--- config.mk ---
export PLATFORM = sky130hd
export DESIGN_NAME = mac_seq
export DESIGN_NICKNAME = d
export VERILOG_FILES = /design/src/rtl/mac_seq.sv
export SDC_FILE = /design/constraint.sdc
export NUM_CORES = 2
export LEC_CHECK = 0
export CELL_PAD_IN_SITES_DETAIL_PLACEMENT = 0
export CELL_PAD_IN_SITES_GLOBAL_PLACEMENT = 1
export CORE_UTILIZATION = 40
export DETAILED_ROUTE_END_ITERATION = 8
export PLACE_DENSITY_LB_ADDON = 0.1
export SETUP_SLACK_MARGIN = 0.5
export SLEW_MARGIN = 20
export SYNTH_ARGS = -nofsm -noshare
export SYNTH_HDL_FRONTEND = slang
export SYNTH_SLANG_ARGS = --single-unit
--- constraint.sdc ---
create_clock -name clk -period 5.5 [get_ports clk]
set_input_delay 0.825 -clock clk [delete_from_list [all_inputs] [get_ports clk]]
set_output_delay 0.825 -clock clk [all_outputs]
set_load 0.05 [all_outputs]
--- src/rtl/mac_seq.sv ---
// ---------------------------------------------------------------------------
// mac_seq : dot-product sequencer for the conv datapath.
//
// Takes a job (length + bias), streams <length> fmap/weight pairs through a
// registered fixed-point multiplier and accumulates them, then presents the
// accumulated sum on a valid/ready output. Operands and result are signed
// Q(IW).(FW); each product is arithmetic-shifted right by FW and truncated
// to IW+FW bits before it is added, with two's-complement wrap-around.
//
// Handshake semantics (both the pair input and the result output): a
// transfer happens on a rising clock edge where valid and ready are both
// high. in_ready decodes the state only and never looks at in_valid.
// out_valid/out_data stay stable from the first cycle of OUT until the
// transfer cycle and do not depend on out_ready.
//
// Ports:
//   clk        clock, all state on the rising edge
//   rst_n      asynchronous active-low reset
//   start      job start pulse, honoured only in IDLE
//   cfg_len    number of pairs in the job, sampled with start
//   cfg_bias   signed initial accumulator value, sampled with start
//   in_valid   fmap/weight pair valid
//   in_ready   pair accepted when in_valid & in_ready (high in RUN)
//   in_fmap    signed feature value
//   in_wht     signed weight value
//   out_valid  result valid (high in OUT)
//   out_ready  downstream accepts result
//   out_data   signed accumulated result, 0 outside OUT
//   busy       high whenever the sequencer is not IDLE
//   dbg_state  current FSM state (0 IDLE, 1 RUN, 2 DRAIN, 3 OUT)
//   dbg_count  number of pairs accepted so far in the current job
// ---------------------------------------------------------------------------
module mac_seq #(
    parameter int IW = 24,
    parameter int FW = 8,
    parameter int CW = 8
) (
    input  logic             clk,
    input  logic             rst_n,
    input  logic             start,
    input  logic [CW-1:0]    cfg_len,
    input  logic [IW+FW-1:0] cfg_bias,
    input  logic             in_valid,
    output logic             in_ready,
    input  logic [IW+FW-1:0] in_fmap,
    input  logic [IW+FW-1:0] in_wht,
    output logic             out_valid,
    input  logic             out_ready,
    output logic [IW+FW-1:0] out_data,
    output logic             busy,
    output logic [1:0]       dbg_state,
    output logic [CW-1:0]    dbg_count
);

    localparam int W = IW + FW;

    typedef enum logic [1:0] {
        ST_IDLE  = 2'd0,
        ST_RUN   = 2'd1,
        ST_DRAIN = 2'd2,
        ST_OUT   = 2'd3
    } state_t;

    state_t           r_state;
    state_t           w_next;

    logic [CW-1:0]    r_len;
    logic [CW-1:0]    r_count;
    logic [W-1:0]     r_acc;
    logic [2*W-1:0]   r_prod;
    logic             r_pvld;

    logic             w_accept;
    logic             w_last;
    logic             w_load_bias;
    logic [2*W-1:0]   w_fmap_x;
    logic [2*W-1:0]   w_wht_x;
    logic [2*W-1:0]   w_mul;
    logic [W-1:0]     w_addend;
    logic             w_unused_prod;

    // ---------------------------------------------------------------------
    // Multiplier. Both operands are sign-extended to the full product width,
    // so the low 2*W bits of the unsigned product equal the signed product.
    // ---------------------------------------------------------------------
    assign w_fmap_x = {{W{in_fmap[W-1]}}, in_fmap};
    assign w_wht_x  = {{W{in_wht[W-1]}},  in_wht};
    assign w_mul    = w_fmap_x * w_wht_x;

    // (prod >>> FW) truncated to W bits is exactly bits [FW +: W] of the
    // product: the arithmetic shift only affects bits that are discarded,
    // and dropping the low FW bits is a floor toward -inf.
    assign w_addend = r_prod[FW +: W];

    // Product bits outside the kept window are architecturally unused.
    assign w_unused_prod = ^{r_prod[2*W-1:FW+W], r_prod[FW-1:0]};

    assign w_accept    = in_valid & in_ready;
    assign w_last      = (r_count == (r_len - CW'(1)));
    assign w_load_bias = (r_state == ST_IDLE) && start;

    // ---------------------------------------------------------------------
    // FSM state register
    // ---------------------------------------------------------------------
    always_ff @(posedge clk or negedge rst_n) begin
        if (!rst_n) begin
            r_state <= ST_IDLE;
        end else begin
            r_state <= w_next;
        end
    end

    // ---------------------------------------------------------------------
    // FSM next-state and output decode
    // ---------------------------------------------------------------------
    always_comb begin
        w_next    = r_state;
        in_ready  = 1'b0;
        out_valid = 1'b0;
        out_data  = '0;
        busy      = 1'b1;
        case (r_state)
            ST_IDLE: begin
                busy = 1'b0;
                if (start) begin
                    // A zero-length job has nothing to stream; the bias is
                    // the result and is presented on the next cycle.
                    w_next = (cfg_len == '0) ? ST_OUT : ST_RUN;
                end
            end
            ST_RUN: begin
                in_ready = 1'b1;
                if (in_valid && w_last) begin
                    w_next = ST_DRAIN;
                end
            end
            ST_DRAIN: begin
                // The final product is added into the accumulator here.
                w_next = ST_OUT;
            end
            ST_OUT: begin
                out_valid = 1'b1;
                out_data  = r_acc;
                if (out_ready) begin
                    w_next = ST_IDLE;
                end
            end
            default: begin
                w_next = ST_IDLE;
            end
        endcase
    end

    // ---------------------------------------------------------------------
    // Job length and accepted-pair counter
    // ---------------------------------------------------------------------
    always_ff @(posedge clk or negedge rst_n) begin
        if (!rst_n) begin
            r_len   <= '0;
            r_count <= '0;
        end else if (w_load_bias) begin
            r_len   <= cfg_len;
            r_count <= '0;
        end else if (w_accept) begin
            r_count <= r_count + CW'(1);
        end
    end

    // ---------------------------------------------------------------------
    // Product register. r_pvld marks a product that still has to be added;
    // it is set only by an accept, so it is clear in IDLE and OUT and a
    // stale product can never leak into the next job.
    // ---------------------------------------------------------------------
    always_ff @(posedge clk or negedge rst_n) begin
        if (!rst_n) begin
            r_prod <= '0;
            r_pvld <= 1'b0;
        end else begin
            r_pvld <= w_accept;
            if (w_accept) begin
                r_prod <= w_mul;
            end
        end
    end

    // ---------------------------------------------------------------------
    // Accumulator. Adding the pending product and accepting the next pair
    // happen in the same cycle, giving one pair per cycle of throughput.
    // ---------------------------------------------------------------------
    always_ff @(posedge clk or negedge rst_n) begin
        if (!rst_n) begin
            r_acc <= '0;
        end else if (w_load_bias) begin
            r_acc <= cfg_bias;
        end else if (r_pvld) begin
            r_acc <= r_acc + w_addend;
        end
    end

    assign dbg_state = r_state;
    assign dbg_count = r_count;

endmodule
==> impl_metrics.py <==
metrics = {
    "synth": {
        "ys_top_cells_by_count": "inv_1, fa_1, and2_1, nand2_1, ha_1",
        "synth_top_area_frac": 0.454,
        "synth-edff-count": 0,
        "synth.top_cells.by_area": "fa_1, and2_1, inv_1, ha_1, dfrtp_1",
        "synth_ff_type": "dfrtp_1",
        "syn_inst": 3134,
        "synth_area_sq_um": 28300,
        "syn_avg_cell_area_sq_um": 9.04,
        "synth_cell_types": 64,
        "seq_area_frac_synth": 0.0733,
        "ys_warn_count": 0,
        "synth_top_cell_by_area": "fa_1",
        "synth_nets": 4079,
        "ys_ff_latch": 83,
        "async_reset_ff_frac": 1.00,
        "synth_most_common_cell": "inv_1",
    },
    "grt": {
        "antenna_found_initial": 2,
        "overflow": 0,
        "grt_pass1_wl_um": 139000,
        "gr-usage-all-layers": 0.257,
        "first_global_vias": 24500,
        "grt_max_degree": 59,
    },
    "place": {
        "portBuffers": 153,
        "place_hpwl_um": 70600,
        "gp_congestion": 0.870,
    },
    "route": {
        "antenna_left": 0,
        "firstDrtPassIters": 5,
        "routed_wl_um": 89000,
        "vias": 22200,
        "route.detailed.drc": 0,
        "wl_per_cell_um": 19.8,
        "drt-initial-drc-count": 1077,
        "routed_via_density": 4.92,
    },
    "floorplan": {
        "start_util": 0.405,
        "io_pins": 154,
        "die_area_sq_um": 71900,
        "coreArea_sq_um": 70000,
        "die_w_um": 268,
        "rows": 97,
        "fp.dieH_um": 268,
    },
    "sta": {
        "layout_min_cycle_time_ns": 7.35,
        "setup-violations-final": 30,
        "slew_viol_final": 0,
        "rsz0062_at_grt": "true",
        "skew_ns": 0.0122,
        "relSlewSlack": 0.408,
        "period_share": 1.34,
        "final-hold-violation-count": 0,
        "tightest_slew_ns": 0.887,
        "tns_ns": -38.79,
        "fin_ws_ns": -1.85,
        "fmax_mhz": 136,
    },
    "cts": {
        "cts_max_path_buffers": 2,
        "htree_levels": 3,
        "clk_pin_slew_worst_paths_ns": 0.07,
        "cts-hold-fix-buffers": 0,
        "clkSinkCount": 83,
        "cts_tree": "yes",
        "cts_made_buffers": 9,
        "cts-root-buf": "clkbuf_16",
        "insertion_delay_ns": 0.35,
    },
    "worst_setup_path": {
        "critPathArrivalTime_ns": 7.58,
        "worstPathRequired_ns": 5.73,
        "cp-start-kind": "primary input",
        "worst-path-max-fanout": 11,
        "crit_path_end_kind": "register",
        "critPathKind": "primary input to register",
    },
    "job": {
        "maxCapViolations": 0,
    },
    "layout": {
        "syn_to_final_growth_pct": 29.9,
        "finalNetCount": 4506,
        "drive_above_1_share": 0.212,
    },
    "run_status": {
        "status": "complete, but fails checks",
        "violations": "setup timing",
    },
    "worst_hold_path": {
        "hold_path.class": "primary input to async pin",
    },
}
-- final cells by class --
type                    count  area, sq um
inverters                 660         2480
multi-input cells        2233        24500
clock inverters             6         65.1
repair buffers            574         6300
fillers                  6599        33200
diodes                      2         5.00
clock buffers               9          225
well taps                 940         1180
flip-flops and latches     83         2080
-- worst max-delay path, cell delays in order --
cell and delay (ns):
buf_4 0.15, buf_16 0.15, buf_4 0.18, nand2b_4 0.15, fa_1 0.51, fa_1 0.59, fa_1 0.47, fa_1 0.54
inv_2 0.04, fa_1 0.58, inv_2 0.05, fa_1 0.51, inv_2 0.04, fa_1 0.50, fa_2 0.46, xnor2_2 0.22
xnor2_1 0.16, xnor2_1 0.16, xnor2_1 0.11, xnor2_1 0.31, xnor2_1 0.17, xnor2_2 0.33, nand3_1 0.13, a31o_2 0.25
-- layout by cell type (no fill, tap or decap), drive strengths merged, types with 12 or more instances in the layout --
cell	instances
a21oi	68
fa	643
ha	193
clkbuf	15
nor2	44
nor2b	15
and2	463
mux2i	15
inv	661
nand2	421
nand3	16
dfrtp	83
dlymetal6s2s	12
xnor2	81
buf	431
o21ai	83
nor3	17
xor2	36
clkdlybuf4s50	91
bufbuf	19
a21o	22
-- worst paths after layout --
| check | slack (ns) | from | cells past startpoint | end |
|---|---|---|---|---|
| max in group asynchronous | 4.00 | rst_n | 2 | dbg_count[2] |
| hold / removal | 0.46 | rst_n | 1 | r_len[2] |
| setup reg to reg | 1.91 | r_acc[0] | 13 | r_acc[30] |
| hold reg to reg | 0.47 | r_prod[8] | 2 | r_prod[8] |
| min in group clk | 0.47 | r_prod[8] | 2 | r_prod[8] |
| setup / recovery | -1.85 | in_fmap[7] | 24 | r_prod[39] |
-- state kept, by name, summed over array words and instances (netlist names) --
name	flops
dbg_state	2
r_pvld	1
r_prod	32
r_len	8
r_acc	32
dbg_count	8
-- layer usage --
layer	vias to the layer above	track usage	part of all wire
li1	10100	-	-
met3	155	0.0260	0.029
met5	-	0	0
met1	11500	0.308	0.39
met2	369	0.467	0.53
met4	0	0.107	0.047
-- kinds of logic (layout without fill, tap and decap cells) --
group | count (synthesis) | count (layout) | share of synthesized area
mux | 16 | 16 | 0.00569
fa+ha+maj | 836 | 836 | 0.539
compound gates | 236 | 236 | 0.0509
other cells | 0 | 2 | 0
buf+inv | 818 | 1249 | 0.108
simple gates | 1028 | 1028 | 0.186
xor+xnor | 117 | 117 | 0.0362
flops | 83 | 83 | 0.0733
-- per-stage QoR --
step           setup slack, ns  cells  hold slack [ns]  instance area, sq um  utilization
6_report                 -1.85   4507            0.458                 36800        0.526
5_1_grt                  -1.98   4506            0.495                 36800        0.526
4_1_cts                  -1.96   4462            0.482                 36000        0.514
3_5_place_dp             -2.88   4345            0.466                 33300        0.475
3_3_place_gp             -2.79   4345            0.464                 33300        0.475
2_1_floorplan            -1.79   3134            0.443                 28700            -
-- what timing repair did --
action	CTS	global route
setup endpoints to repair	32	32
cloned	24	4
buffers inserted	78	39
pin swaps	191	130
resized for setup	466	141
Power is left out: the tool's default activity adds up to more than one toggle a clock period on the data nets, which glitch-free logic cannot reach.
